### src/rtl/game_move_ctrl_pkg.sv
// Shared types and constants for the 2048 move sequencer.
// WIN_HALT_EN adds the terminal WIN state to the controller state set.
package game_pkg;

   typedef logic [15:0][3:0] board_t;

   typedef enum logic [1:0] {
      UP    = 2'd0,
      DOWN  = 2'd1,
      LEFT  = 2'd2,
      RIGHT = 2'd3
   } dir_t;

`ifdef WIN_HALT_EN
   typedef enum logic [2:0] {
      INIT, SPAWN, CHECK, WAIT_IN, SLIDE, COMMIT, OVER, WIN
   } ctrl_state_t;
`else
   typedef enum logic [2:0] {
      INIT, SPAWN, CHECK, WAIT_IN, SLIDE, COMMIT, OVER
   } ctrl_state_t;
`endif

   localparam logic [3:0]  WIN_EXP   = 4'd11;
   // Fibonacci taps 16,14,13,11 mapped onto bits 15,13,12,10
   localparam logic [15:0] LFSR_TAPS = 16'hB400;

   function automatic logic [15:0] lfsr_next(input logic [15:0] s);
      return {s[14:0], ^(s & LFSR_TAPS)};
   endfunction

endpackage

### src/rtl/game_move_ctrl_if.sv
// Slide request/acknowledge channel between the move sequencer and the
// external slide datapath.
interface game_move_ctrl_if #(
   parameter int unsigned SCORE_W = 13
);
   import game_pkg::*;

   logic               slide_req;
   logic [1:0]         slide_dir;
   board_t             board_to_slide;
   logic               slide_ack;
   board_t             slide_board;
   logic [SCORE_W-1:0] slide_points;

   modport master (
      output slide_req, slide_dir, board_to_slide,
      input  slide_ack, slide_board, slide_points
   );

   modport slave (
      input  slide_req, slide_dir, board_to_slide,
      output slide_ack, slide_board, slide_points
   );

endinterface

### src/rtl/game_move_ctrl_tile_spawner.sv
// Free-running LFSR plus the wrapping empty-cell scan used to drop a new tile.
// start_i marks the first scan cycle; the index is then taken from the LFSR.
module tile_spawner
   import game_pkg::*;
#(
   parameter logic [15:0] LFSR_SEED = 16'hACE1
) (
   input  logic       clk,
   input  logic       rst_n,
   input  logic       start_i,
   input  logic       active_i,
   input  board_t     board_i,
   output logic       done_o,
   output logic       wrote_o,
   output logic [3:0] wr_idx_o,
   output logic [3:0] wr_val_o
);

   logic [15:0] lfsr_q;
   logic [3:0]  idx_q, cnt_q;
   logic [3:0]  idx_cur, cnt_cur;
   logic        empty;

   always_ff @(posedge clk or negedge rst_n) begin
      if (!rst_n) begin
         lfsr_q <= LFSR_SEED;
         idx_q  <= '0;
         cnt_q  <= '0;
      end else begin
         lfsr_q <= lfsr_next(lfsr_q);
         if (active_i) begin
            idx_q <= idx_cur + 4'd1;
            cnt_q <= cnt_cur + 4'd1;
         end
      end
   end

   always_comb begin
      idx_cur  = start_i ? lfsr_q[3:0] : idx_q;
      cnt_cur  = start_i ? '0 : cnt_q;
      empty    = (board_i[idx_cur] == 4'd0);
      wrote_o  = active_i && empty;
      // sixteenth probe ends the spawn even when the board is full
      done_o   = active_i && (empty || (cnt_cur == 4'd15));
      wr_idx_o = idx_cur;
      wr_val_o = (lfsr_q[7:4] == 4'd0) ? 4'd2 : 4'd1;
   end

endmodule

### src/rtl/game_move_ctrl.sv
// 2048 move sequencer: owns board and score, issues slide requests, spawns
// tiles and flags win/game-over. Define WIN_HALT_EN to stop play on 2048.
module game_move_ctrl
   import game_pkg::*;
#(
   parameter logic [15:0] LFSR_SEED = 16'hACE1,
   parameter int unsigned SCORE_W   = 13
) (
   input  logic               clk,
   input  logic               rst_n,
   input  logic               btn_up,
   input  logic               btn_down,
   input  logic               btn_left,
   input  logic               btn_right,
   input  logic               new_game,
   game_move_ctrl_if.master   slide_if,
   output board_t             board_out,
   output logic [SCORE_W-1:0] score,
   output logic               ready,
   output logic               game_over,
   output logic               game_won
);

   ctrl_state_t        state_q, state_d;
   board_t             board_q, sb_q;
   logic [SCORE_W-1:0] score_q, pts_q, score_sat;
   logic [SCORE_W:0]   score_sum;
   logic [1:0]         spawn_cnt_q;
   logic               start_q, start_d;
   logic               slide_req_q, slide_req_d;
   logic               ready_q, ready_d;
   logic               over_q, over_d;
   logic               won_q, won_d;
   dir_t               dir_q, dir_d;
   logic [3:0]         btn_q, btn_now, rise;
   logic               press, noop;
   logic               chk_won, chk_over, has_zero, has_pair;
   logic               sp_done, sp_wrote;
   logic [3:0]         sp_idx, sp_val;

   tile_spawner #(.LFSR_SEED(LFSR_SEED)) u_spawner (
      .clk      (clk),
      .rst_n    (rst_n),
      .start_i  (start_q),
      .active_i (state_q == SPAWN),
      .board_i  (board_q),
      .done_o   (sp_done),
      .wrote_o  (sp_wrote),
      .wr_idx_o (sp_idx),
      .wr_val_o (sp_val)
   );

   assign btn_now   = {btn_up, btn_down, btn_left, btn_right};
   assign rise      = btn_now & ~btn_q;
   assign press     = |rise;
   assign noop      = (sb_q == board_q);
   assign score_sum = {1'b0, score_q} + {1'b0, pts_q};
   assign score_sat = score_sum[SCORE_W] ? '1 : score_sum[SCORE_W-1:0];

   always_comb begin
      chk_won  = 1'b0;
      has_zero = 1'b0;
      has_pair = 1'b0;
      for (int unsigned i = 0; i < 16; i++) begin
         if (board_q[i] == WIN_EXP) chk_won = 1'b1;
         if (board_q[i] == 4'd0) has_zero = 1'b1;
         if ((i % 4 != 3) && (board_q[i] == board_q[i+1])) has_pair = 1'b1;
         if ((i < 12) && (board_q[i] == board_q[i+4])) has_pair = 1'b1;
      end
      chk_over = !has_zero && !has_pair;
   end

   always_ff @(posedge clk or negedge rst_n) begin
      if (!rst_n) state_q <= INIT;
      else        state_q <= state_d;
   end

   always_comb begin
      state_d = state_q;
      case (state_q)
         INIT:    state_d = SPAWN;
         SPAWN:   if (sp_done && spawn_cnt_q == 2'd1) state_d = CHECK;
`ifdef WIN_HALT_EN
         CHECK:   state_d = chk_won ? WIN : (chk_over ? OVER : WAIT_IN);
         WIN:     state_d = WIN;
`else
         CHECK:   state_d = chk_over ? OVER : WAIT_IN;
`endif
         WAIT_IN: if (press) state_d = SLIDE;
         SLIDE:   if (slide_if.slide_ack) state_d = COMMIT;
         COMMIT:  state_d = noop ? WAIT_IN : SPAWN;
         OVER:    state_d = OVER;
         default: state_d = INIT;
      endcase
      if (new_game) state_d = INIT;
   end

   always_comb begin
      slide_req_d = (state_d == SLIDE);
      ready_d     = (state_d == WAIT_IN);
      start_d     = (state_d == SPAWN) && ((state_q != SPAWN) || sp_done);
      dir_d       = dir_q;
      if (state_q == WAIT_IN && press) begin
         if      (rise[3]) dir_d = UP;
         else if (rise[2]) dir_d = DOWN;
         else if (rise[1]) dir_d = LEFT;
         else              dir_d = RIGHT;
      end
      won_d  = won_q  || (state_q == CHECK && chk_won);
`ifdef WIN_HALT_EN
      over_d = over_q || (state_q == CHECK && chk_over && !chk_won);
`else
      over_d = over_q || (state_q == CHECK && chk_over);
`endif
      if (state_d == INIT) begin
         won_d  = 1'b0;
         over_d = 1'b0;
      end
   end

   always_ff @(posedge clk or negedge rst_n) begin
      if (!rst_n) begin
         slide_req_q <= 1'b0;
         ready_q     <= 1'b0;
         start_q     <= 1'b0;
         dir_q       <= UP;
         won_q       <= 1'b0;
         over_q      <= 1'b0;
         btn_q       <= '0;
      end else begin
         slide_req_q <= slide_req_d;
         ready_q     <= ready_d;
         start_q     <= start_d;
         dir_q       <= dir_d;
         won_q       <= won_d;
         over_q      <= over_d;
         btn_q       <= btn_now;
      end
   end

   always_ff @(posedge clk or negedge rst_n) begin
      if (!rst_n) begin
         board_q     <= '0;
         score_q     <= '0;
         spawn_cnt_q <= '0;
         sb_q        <= '0;
         pts_q       <= '0;
      end else begin
         case (state_q)
            INIT: begin
               board_q     <= '0;
               score_q     <= '0;
               spawn_cnt_q <= 2'd2;
            end
            SPAWN: begin
               if (sp_wrote) board_q[sp_idx] <= sp_val;
               if (sp_done)  spawn_cnt_q <= spawn_cnt_q - 2'd1;
            end
            SLIDE: begin
               if (slide_if.slide_ack) begin
                  sb_q  <= slide_if.slide_board;
                  pts_q <= slide_if.slide_points;
               end
            end
            COMMIT: begin
               if (!noop) begin
                  board_q     <= sb_q;
                  score_q     <= score_sat;
                  spawn_cnt_q <= 2'd1;
               end
            end
            default: ;
         endcase
      end
   end

   assign slide_if.slide_req      = slide_req_q;
   assign slide_if.slide_dir      = dir_q;
   assign slide_if.board_to_slide = board_q;
   assign board_out               = board_q;
   assign score                   = score_q;
   assign ready                   = ready_q;
   assign game_over               = over_q;
   assign game_won                = won_q;

endmodule

### src/flat_wrapper.sv
// flat-port wrapper written by rule: the top's interface ports become plain ports
module game_move_ctrl_flat import game_pkg::*;
#(
   parameter logic [15:0] LFSR_SEED = 16'hACE1,
   parameter int unsigned SCORE_W   = 13
)
  (clk, rst_n, btn_up, btn_down, btn_left, btn_right, new_game, board_out, score, ready, game_over, game_won, slide_if_slide_req, slide_if_slide_dir, slide_if_board_to_slide, slide_if_slide_ack, slide_if_slide_board, slide_if_slide_points);
  game_move_ctrl_if #(.SCORE_W(SCORE_W)) slide_if_i ();
  input  logic clk;
  input  logic rst_n;
  input  logic btn_up;
  input  logic btn_down;
  input  logic btn_left;
  input  logic btn_right;
  input  logic new_game;
  output board_t board_out;
  output logic [SCORE_W-1:0] score;
  output logic ready;
  output logic game_over;
  output logic game_won;
  output wire logic [$bits(slide_if_i.slide_req)-1:0] slide_if_slide_req;
  output wire logic [$bits(slide_if_i.slide_dir)-1:0] slide_if_slide_dir;
  output wire logic [$bits(slide_if_i.board_to_slide)-1:0] slide_if_board_to_slide;
  input wire logic [$bits(slide_if_i.slide_ack)-1:0] slide_if_slide_ack;
  input wire logic [$bits(slide_if_i.slide_board)-1:0] slide_if_slide_board;
  input wire logic [$bits(slide_if_i.slide_points)-1:0] slide_if_slide_points;
  assign slide_if_slide_req = slide_if_i.slide_req;
  assign slide_if_slide_dir = slide_if_i.slide_dir;
  assign slide_if_board_to_slide = slide_if_i.board_to_slide;
  assign slide_if_i.slide_ack = slide_if_slide_ack;
  assign slide_if_i.slide_board = slide_if_slide_board;
  assign slide_if_i.slide_points = slide_if_slide_points;
  game_move_ctrl #(.LFSR_SEED(LFSR_SEED), .SCORE_W(SCORE_W)) u_core (.clk(clk), .rst_n(rst_n), .btn_up(btn_up), .btn_down(btn_down), .btn_left(btn_left), .btn_right(btn_right), .new_game(new_game), .slide_if(slide_if_i), .board_out(board_out), .score(score), .ready(ready), .game_over(game_over), .game_won(game_won));
endmodule
### config.mk
export PLATFORM = sky130hd
export DESIGN_NAME = game_move_ctrl_flat
export DESIGN_NICKNAME = d
export VERILOG_FILES = /design/src/rtl/game_move_ctrl_pkg.sv /design/src/rtl/game_move_ctrl_if.sv /design/src/rtl/game_move_ctrl_tile_spawner.sv /design/src/rtl/game_move_ctrl.sv /design/src/flat_wrapper.sv
export SDC_FILE = /design/constraint.sdc
export NUM_CORES = 1
export LEC_CHECK = 0
export CAP_MARGIN = 0
export CELL_PAD_IN_SITES_DETAIL_PLACEMENT = 0
export CELL_PAD_IN_SITES_GLOBAL_PLACEMENT = 2
export CORE_MARGIN = 1
export CORE_UTILIZATION = 31
export CTS_BUF_LIST = sky130_fd_sc_hd__clkbuf_8
export DETAILED_ROUTE_END_ITERATION = 10
export PLACE_DENSITY = 0.76
export SYNTH_ARGS = -nofsm -noshare
export SYNTH_HDL_FRONTEND = slang
export SYNTH_SLANG_ARGS = --single-unit
### constraint.sdc
create_clock -name clk -period 2.5 [get_ports clk]
set_input_delay 0.5 -clock clk [delete_from_list [all_inputs] [get_ports clk]]
set_output_delay 0.5 -clock clk [all_outputs]
set_load 0.01 [all_outputs]
==> results of run 1 <==
-- state kept, by name (all words and copies together), names as in the netlist, 2 cells and up --
name / count
u_core.board_out: 64
u_core.sb_q: 64
u_core.u_spawner.lfsr_q: 16
u_core.pts_q: 13
u_core.score: 13
u_core.btn_q: 4
u_core.u_spawner.cnt_q: 4
u_core.u_spawner.idx_q: 4
u_core.state_q: 3
u_core.slide_if.slide_dir: 2
u_core.spawn_cnt_q: 2
-- report_power, final --
part / switching [uW] / total, uW / internal, uW
clock: 1220 / 2170 / 942
sequential: 224 / 3580 / 3360
combinational: 2610 / 4990 / 2380
total: 4050 / 10700 / 6680
-- worst max-delay path: cells and delay by family (launching register included) --
kind | cells | cell delay [ps]
flip-flops | 1 | 430
AND/OR/NAND/NOR | 3 | 710
XOR/XNOR | 1 | 230
buffers and inverters | 4 | 690
AO/OA/AOI/OAI | 3 | 370
-- logic make-up (layout without fill, tap and decap cells) --
group	Yosys count	in the layout	share of synthesized area, %
AOI/OAI and AO/OA	216	216	15.50
buffers and inverters	211	547	9.380
and+or+nand+nor	204	204	10.11
DFF	194	194	40.79
xor gates and xnor gates	170	170	12.49
muxes	99	99	9.569
adders and majority gates	20	20	2.161
-- metrics by stage --
step | power [uW] | utilization, % | instance area (sq um)
6_report | 10740 | 45.20 | 17070
5_1_grt | 11210 | 45.20 | 17070
4_1_cts | 10110 | 43.49 | 16420
3_5_place_dp | 7646 | 41.67 | 15730
3_3_place_gp | 7609 | 41.67 | 15730
2_1_floorplan | 5881 | - | 11980
-- layer usage --
metal  global-route usage (%)  vias to the layer above  share of wire, %
met4                    6.403                        0               2.3
met1                    30.16                     5129                45
li1                         -                     4611                 -
met2                    35.67                      293                47
met3                    4.548                       56               5.3
met5                        0                        -                 0
-- repair_timing --
item / 4_1_cts / 5_1_grt
pin swaps: 17 / 64
hold buffers: 1 / 0
setup endpoints to repair: 82 / 85
hold endpoints to repair: 44 / 0
gates resized for setup: 33 / 79
cloned: 1 / 3
buffers inserted: 7 / 25
-- placed cells by master (no fill, tap or decap), types with 30 or more instances in the layout --
master / netlist / final
a21oi_1: 40 / 36
a22o_1: 32 / 32
a32oi_1: 32 / 32
buf_4: 69 / 210
clkdlybuf4s50_1: 0 / 230
dfrtp_1: 186 / 185
inv_1: 32 / 33
mux2_2: 79 / 78
nand2_1: 33 / 30
nand4_1: 40 / 40
xnor2_1: 102 / 102
xor2_1: 68 / 66
-- layout make-up --
type / count / share of cell area, %
multi-input combinational: 709 / 37.84
sequential: 194 / 28.51
timing repair buffer: 482 / 26.82
tap: 511 / 3.747
clock buffer: 19 / 1.532
clock inverter: 13 / 0.8065
inverter: 33 / 0.7405
-- worst max path at each step --
stage                            end                 start  cells after the start  slack [ps]
2_1_floorplan  u_core.spawn_cnt_q[0]        u_core.start_q                     10         -10
3_3_place_gp    u_core.board_out[27]  u_core.board_out[58]                     10        -180
3_5_place_dp    u_core.board_out[26]  u_core.board_out[58]                     10        -220
4_1_cts         u_core.board_out[54]  u_core.board_out[50]                     10         -60
5_1_grt        u_core.spawn_cnt_q[0]        u_core.start_q                     10        -110
6_report        u_core.board_out[25]  u_core.board_out[39]                     11         -50
==> run metrics, run 1 <==
Rel. slew slack 62.84%; worst reg2reg startpoint u_core.board_out[39]; clock latency on the worst-skew pair 500 ps; Synth async-reset ratio 100.0%; vias in the first global route 10210; r2r worst-path depth 11; post-synthesis sequential area ratio 40.79%; count leader, synth dfrtp_1; Pwr per Cell Area ~630 nW/um^2; Overflow after GRT 0; beginning of the worst hold path u_core.u_spawner.lfsr_q[8]; Final Max Tran Viols 0; most frequent cell on the critical path buf_6; IO Pins roughly 230; Net Count, Synth 1219; Worst R2R End u_core.board_out[25]; # diodes 0; final net count 1542; clock root cell clkbuf_8; IO Port Bufs roughly 230; YS warnings 0; initial core utilization a little under a third; Worst-path clk slew around 110 ps; Synth area leader dfrtp_1; Layout fillers 3573; DP HPWL between 30000 and 40000 microns; Hold Slack 360.1 ps; Synth Cell Area approximately 12000 sq um; Yosys reg bits around 190; Vias 10090; Setup Crit Path Kind register to register; max_cap viols 0; Via density roughly 5.1; fin crit period 2549 ps; RSZ-0062 raised after global routing true; Primary FF master, synth dfrtp_1; area grow syn2layout 43.10%; Setup-failing EPs final 49; top post-synthesis cells by count dfrtp_1 (186), xnor2_1 (102), mux2_2 (79), clkbuf_1 (76), buf_4 (69); Final WS setup -48.74 ps; CTS tree yes; WHS Path Cells 0; clock sinks 194; Worst Path Required about 2900 ps; crit path max fanout 8; critical-path cell list xor2_2, nor4_2, buf_4, nand4_1, nor4_4, buf_6, o21ai_4, o22ai_4, buf_6, clkbuf_16, o2bb2ai_2; crit path DAT 2930 ps; FP Rows 71; Routed WL 43530 microns; FF+latch area 4866 sq um; largest cells by area after synthesis dfrtp_1 (39%), xnor2_1 (7.5%), mux2_2 (7.5%); Total GRT Usage ~22%; multi-input logic area 6457 sq um; ANT nets after route 0; failing checks setup timing; CTS Buffer Depth 2; first-pass GRT wire length 64280 microns; LEAKAGE 0.007659 uW; drt drc 0; maximum VDD drop 537.8 uV; status complete, but fails checks; distinct cell type count after synthesis 70; Worst Max-Slew Pin Slew 557.4 ps; post-route insts no fill slightly below 2000; period utilization 101.9%; die footprint 39260 sq um; Die H 198.1 microns; Max Fclk a little under 400 MHz; Num CTS Buffers 17; DP Worst Slack -218.1 ps; Iter 0 DRT Violations 695; share of layout cells above drive strength 1 32.14%; Die W 198.1 microns; Final Wtd Congestion ~0.91; WHS Endpoint u_core.u_spawner.lfsr_q[9]; initial antenna violation count 0; dpl cells 1894; Synth top area share 39.03%; Clock Skews 20.85 ps; Reg2Reg Setup Slack -50 ps; syn_area_per_cell about 11 sq um; WL/cell 22.20 microns; synthesized netlist cell count 1114; worst min path class register to register; final setup TNS -921.4 ps; Startpoint Class register; Initial DRT Pass Iterations 5; CP Capture Type register; Final Hold Viols 0; critical path's largest stage delay 430 ps; slowest stage cell on the critical path dfrtp_1; Post-synth EDFFs 0; Core ar. 37760 sq um; H-tree depth 4; largest net degree at the start of global routing 53
No activity file was read; power rests on OpenSTA's default activity.
==> run 2: changes to the inputs <==
ABC_CLOCK_PERIOD_IN_PS = 2500   (was unset)
PLACE_DENSITY = 0.77   (was 0.76)
SLEW_MARGIN = 20   (was unset)
SYNTH_HIERARCHICAL = 1   (was unset)
==> run 2 against run 1 <==
The run still ends with setup timing left. Clock skew up 2.3 ps. Non-clock buffer count is 2 higher. Core utilization increased by 0.15 points. Largest power group unchanged. Register-to-register slack got worse by 140 ps. Critical path type unchanged. Cell count rose by 1.6%. Area after synthesis is 1.1% higher. Hold slack better by 2.1 ps. Sequential share of layout area fell by 0.17 points. First-iteration DRC count rose by 15%. Total power is 14% higher. Routed wire length up 5.7%.
==> run metrics, run 2 <==
Yosys reg bits 194 (unchanged); clock sinks 194 (unchanged); Clock Skews 23.15 ps (+2.293 ps); Hold Slack 362.2 ps (+2.129 ps); failing checks setup timing; Final Max Tran Viols 0 (unchanged); Synth Cell Area 12050 sq um (+1.1%); CP Capture Type register; Worst-path clk slew 120 ps (about the same); largest cells by area after synthesis dfrtp_1 (39%), xor2_1 (10%), mux2_2 (7.7%); Num CTS Buffers 17 (unchanged); H-tree depth 4 (unchanged); count leader, synth dfrtp_1; Total Power 12250 uW (+14%); Total GRT Usage 22.72% (+0.46 points); area grow syn2layout 42.70%; worst min path class register to register; Primary FF master, synth dfrtp_1; post-synthesis sequential area ratio 40.36% (-0.44 points); critical-path cell list mux2i_4, mux2i_2, o22ai_2, o32ai_2, buf_4, a21oi_4, and3_4, a221o_1, o21a_1, nor4bb_1; IO Port Bufs 231 (unchanged); period utilization 107.5% (+5.5 points); LEAKAGE 0.008047 uW (+5.1%); dpl cells 1945 (+2.7%); DP HPWL 33350 microns (+2.5%); clock latency on the worst-skew pair 540 ps (+40 ps); status complete, but fails checks; crit-path leading delay family compound AO/OA/AOI/OAI gates; distinct cell type count after synthesis 64 (-8.6%); drt drc 0 (unchanged); share of layout cells above drive strength 1 34.37% (+2.2 points); largest net degree at the start of global routing 66 (+25%); CTS tree yes; YS warnings 6 (+6); Final WS setup -187.1 ps (-138.3 ps); CTS Buffer Depth 2 (unchanged); RSZ-0062 raised after global routing true; Synth area leader dfrtp_1; initial antenna violation count 0 (unchanged); post-route insts no fill 1992 (+1.6%); most frequent cells in the layout clkdlybuf4s50_1 (230), buf_4 (219), dfrtp_1 (177); Layout fillers 3604 (+0.87%); die footprint 39680 sq um (+1.1%); Die H 199.2 microns (+0.53%); crit path DAT 3120 ps (+190 ps); FP Rows 71 (unchanged); Synth top area share 38.61% (-0.42 points); Vias 10720 (+6.3%); Rel. slew slack 52.94% (-9.9 points); WL/cell 23.09 microns (+4.0%); crit path max fanout 5 (-3); Setup-failing EPs final 67 (+37%); fin crit period 2687 ps (+138.3 ps); Via density 5.383 (+4.6%); Final Hold Viols 0 (unchanged); clock root cell clkbuf_8; Iter 0 DRT Violations 800 (+15%); first-pass GRT wire length 66250 microns (+3.1%); max_cap viols 0 (unchanged); Initial DRT Pass Iterations 5 (unchanged); Setup Crit Path Kind register to register; Core ar. 37930 sq um (+0.47%); ANT nets after route 0 (unchanged); slowest stage cell on the critical path dfrtp_2; initial core utilization 31.78% (+0.19 points); vias in the first global route 10480 (+2.6%); DP Worst Slack -232.8 ps (-14.63 ps); CP Buf/Inv Count 1 (-3); final setup TNS -6805 ps (-5883 ps); Routed WL 46000 microns (+5.7%); Startpoint Class register; Overflow after GRT 0 (unchanged); Max Fclk 372.2 MHz (-5.1%); Post-synth EDFFs 0 (unchanged); # diodes 0 (unchanged); top post-synthesis cells by count dfrtp_1 (186), xor2_1 (139), mux2_2 (82), a22oi_1 (74), nor4_1 (73); Final Wtd Congestion 0.9491 (+4.5%); most common cell after layout, fill and taps aside clkdlybuf4s50_1; Die W 199.2 microns (+0.53%); maximum VDD drop 456.1 uV (-15%); final net count 1570 (+1.8%); Synth async-reset ratio 100.0% (unchanged); synthesized netlist cell count 1139 (+2.2%); Pwr per Cell Area 712.2 nW/um^2 (+13%); Worst Path Required 2940 ps (+60 ps); syn_area_per_cell 10.58 sq um (-1.1%); IO Pins 232 (unchanged); Worst Max-Slew Pin Slew 699.5 ps (+142.1 ps); critical path's largest stage delay 470 ps (+40 ps)
-- run 2: cell count changes after synthesis, moves of 33 or more --
cell	before	now
o2bb2ai_1	32	65
clkbuf_1	76	28
a22oi_1	3	74
buf_2	23	59
xnor2_1	102	34
nor4_1	33	73
xor2_1	68	139
-- run 2: routing by layer --
layer | vias to the layer above | part of all wire (%) | GRT usage [%] | routed length (microns)
met5 | - | 0 | 0 | 0
met4 | 0 | 2.5 | 6.952 | 1146
met3 | 75 | 7.6 | 3.882 | 3496
met2 | 508 | 46 | 35.31 | 20990
met1 | 5410 | 44 | 32.02 | 20360
li1 | 4730 | - | - | -
-- run 2: area by class of cell --
class	count	area (sq um)	area share, %
multi-input cells	757	6704	38.97
well taps	511	639.4	3.717
flip-flops and latches	194	4876	28.35
clock inverters	15	163.9	0.9529
clock buffers	17	234.0	1.360
repair buffers	484	4532	26.35
inverters	14	52.55	0.3055
-- run 2: path summary, 6_finish.rpt --
check / slack, ps / cells past startpoint / startpoint / endpoint
max: -190 / 10 / u_core/start_q / u_core/start_q
min in group asynchronous: 500 / 2 / rst_n / u_core/sb_q[38]
min reg2reg: 360 / 0 / u_core/u_spawner/lfsr_q[6] / u_core/u_spawner/lfsr_q[7]
min: 360 / 0 / u_core/u_spawner/lfsr_q[6] / u_core/u_spawner/lfsr_q[7]
max in group asynchronous: 1260 / 3 / rst_n / u_core/sb_q[36]
max reg2reg: -190 / 10 / u_core/start_q / u_core/start_q
-- run 2: cells by family after synthesis --
kind of cell / share of synthesized area (%)
xor+xnor: 12.57
compound gates: 13.89
mux: 8.709
fa+ha+maj: 1.827
flops: 40.36
other cells: 0.03111
buf+inv: 9.487
simple gates: 13.13
-- run 2: where the power goes --
part	switching, uW	internal [uW]	total (uW)
sequential	331	3450	3780
clock	1390	757	2150
combinational	3270	3050	6320
total	4990	7260	12300
-- run 2: metrics by stage --
stage	cell area, sq um	utilization [%]
after floorplan	12060	-
after global placement	15850	41.78
after detailed placement	15850	41.78
after CTS	16370	43.16
after global routing	17200	45.35
final	17200	45.35
-- run 2: repair_timing --
item	4_1_cts	5_1_grt
setup endpoints to repair	83	85
hold buffers	1	0
buffers inserted	1	7
pin swaps	1	21
endpoints found under the hold margin	45	0
gates resized for setup	22	118
cloned	0	8
==> run 3: changes to the inputs <==
SETUP_SLACK_MARGIN = 0.02   (was unset)
==> run 3 against run 2 <==
The flow still finishes with violations (setup timing). Cell count increased by 0.20%. Fmax rose by 0.37%. Setup slack gained 10 ps. Core utilization rose by 0.33 points. Total power up 0.26%. Combinational power about the same. Routed wire length increased by 0.37%. Sequential share of layout area shrank 0.20 points. Cell area grew 0.72%. Clock power hardly changed. Critical path type unchanged. Largest cell class unchanged.
==> run metrics, run 3 (synthesis gave the netlist of run 2 again) <==
Setup Crit Path Kind register to register; Worst Max-Slew Pin Slew 722.4 ps (+22.93 ps); period utilization 107.1% (-0.40 points); vias in the first global route 10510 (+0.32%); Initial DRT Pass Iterations 5 (unchanged); RSZ-0062 raised after global routing true; Routed WL 46170 microns (+0.37%); IO Port Bufs 231 (unchanged); Worst Path Required 2940 ps (about the same); initial core utilization 31.78% (unchanged); Reg2Reg Setup Slack -180 ps (about the same); Total GRT Usage 22.77% (+0.044 points); crit path max fanout 5 (unchanged); Setup-failing EPs final 67 (unchanged); drt drc 0 (unchanged); Num CTS Buffers 17 (unchanged); grt peak-use layer met2; Startpoint Class register; Worst R2R End u_core/start_q; Die W 199.2 microns (unchanged); maximum VDD drop 457.1 uV (+0.22%); Clock Skews 23.35 ps (+0.2059 ps); failing checks setup timing; clock root cell clkbuf_8; Final WS setup -177.1 ps (+10.00 ps); ANT nets after route 0 (unchanged); fin crit period 2677 ps (-10.00 ps); DP Worst Slack -232.8 ps (unchanged); Cell Area, Placed 15850 sq um (unchanged); largest net degree at the start of global routing 66 (unchanged); initial antenna violation count 0 (unchanged); share of layout cells above drive strength 1 35.22% (+0.85 points); GR met3 Demand/Resource 3.882% (unchanged); r2r worst-path depth 10 (unchanged); Pwr per Cell Area 708.9 nW/um^2 (-0.46%); Worst-path clk slew 120 ps (about the same); Rel. slew slack 51.39% (-1.5 points); Via density 5.369 (-0.27%); die footprint 39680 sq um (unchanged); Final Wtd Congestion 0.9491 (unchanged); FP Rows 71 (unchanged); CTS Buffer Depth 2 (unchanged); LEAKAGE 0.008077 uW (+0.38%); max_cap viols 0 (unchanged); design area 17330 sq um (+0.72%); H-tree depth 4 (unchanged); critical-path cell list mux2i_4, mux2i_2, o22ai_2, o32ai_2, buf_4, a21oi_4, and3_4, a221o_1, o21a_1, nor4bb_1; post-route insts no fill 1996 (+0.20%); clock latency on the worst-skew pair 540 ps (about the same); CTS tree yes; most common cell after layout, fill and taps aside clkdlybuf4s50_1; worst min path class register to register; first-pass GRT wire length 66420 microns (+0.25%); WHS Endpoint u_core/u_spawner/lfsr_q[7]; crit path DAT 3120 ps (about the same); DP HPWL 33350 microns (unchanged); grt met2 use 35.42% (+0.12 points); slowest stage cell on the critical path dfrtp_2; CP Buf/Inv Count 1 (unchanged); clock sinks 194 (unchanged); Max Fclk 373.5 MHz (+0.37%); IO Pins 232 (unchanged); area grow syn2layout 43.73%; Iter 0 DRT Violations 894 (+12%); GR Layer Usage met1 32.05% (about the same); Die H 199.2 microns (unchanged); beginning of the worst hold path u_core/u_spawner/lfsr_q[6]; # diodes 0 (unchanged); Overflow after GRT 0 (unchanged); Vias 10720 (-0.065%); WL/cell 23.13 microns (+0.17%); Final Max Tran Viols 0 (unchanged); worst reg2reg startpoint u_core/start_q; final net count 1574 (+0.25%); CP Capture Type register; status complete, but fails checks; Core ar. 37930 sq um (unchanged); dpl cells 1945 (unchanged); critical path's largest stage delay 470 ps (about the same); Final Hold Viols 0 (unchanged); WHS Path Cells 0 (unchanged); crit-path leading delay family compound AO/OA/AOI/OAI gates; most frequent cells in the layout clkdlybuf4s50_1 (230), buf_4 (219), dfrtp_1 (176)
[run 3: layout make-up]
type | instances | area (sq um)
clock buffer | 17 | 234.0
inverter | 14 | 52.55
multi-input combinational | 757 | 6782
sequential | 194 | 4877
tap | 511 | 639.4
timing repair buffer | 488 | 4577
clock inverter | 15 | 163.9
fill | 3584 | 20610
[run 3: what timing repair did]
action	4_1_cts	5_1_grt
gates cloned	1	7
endpoints found under the setup margin	83	85
pin swaps	4	27
gates resized for setup	23	134
hold endpoints to repair	45	0
hold buffers	1	0
setup buffers	5	7
[run 3: power breakdown]
group          switching, uW  total (uW)  internal, uW  leakage, uW
logic                   3290        6340          3040      0.00528
clock network           1400        2150           757     0.000196
registers                337        3790          3450      0.00260
[run 3: metrics by stage]
step,setup TNS [ps],hold slack [ps],utilization (%),power [uW]
detailed placement,-5418,338.7,41.78,9043
global placement,-5061,335.5,41.78,9004
floorplan,0,204.4,-,6550
CTS,-823.7,352.3,43.26,11300
finish,-6396,361.6,45.67,12280
global route,-10870,355.9,45.67,12780
[run 3: worst max path at each step]
stage,cells past startpoint,end,slack [ps],startpoint
3_3_place_gp,11,u_core/slide_if.slide_req,-130,u_core/board_out[59]
5_1_grt,10,u_core/start_q,-330,u_core/start_q
6_report,10,u_core/start_q,-180,u_core/start_q
4_1_cts,11,u_core/start_q,-170,u_core/start_q
2_1_floorplan,8,u_core/score[3],20,u_core/score[1]
3_5_place_dp,10,u_core/start_q,-230,u_core/start_q
[run 3: metal layers]
metal	vias to the layer above	part of all wire (%)	routed length, microns
met1	5437	44	20320
li1	4729	-	-
met5	-	0	0
met2	483	46	21360
met4	0	2.4	1089
met3	67	7.4	3395
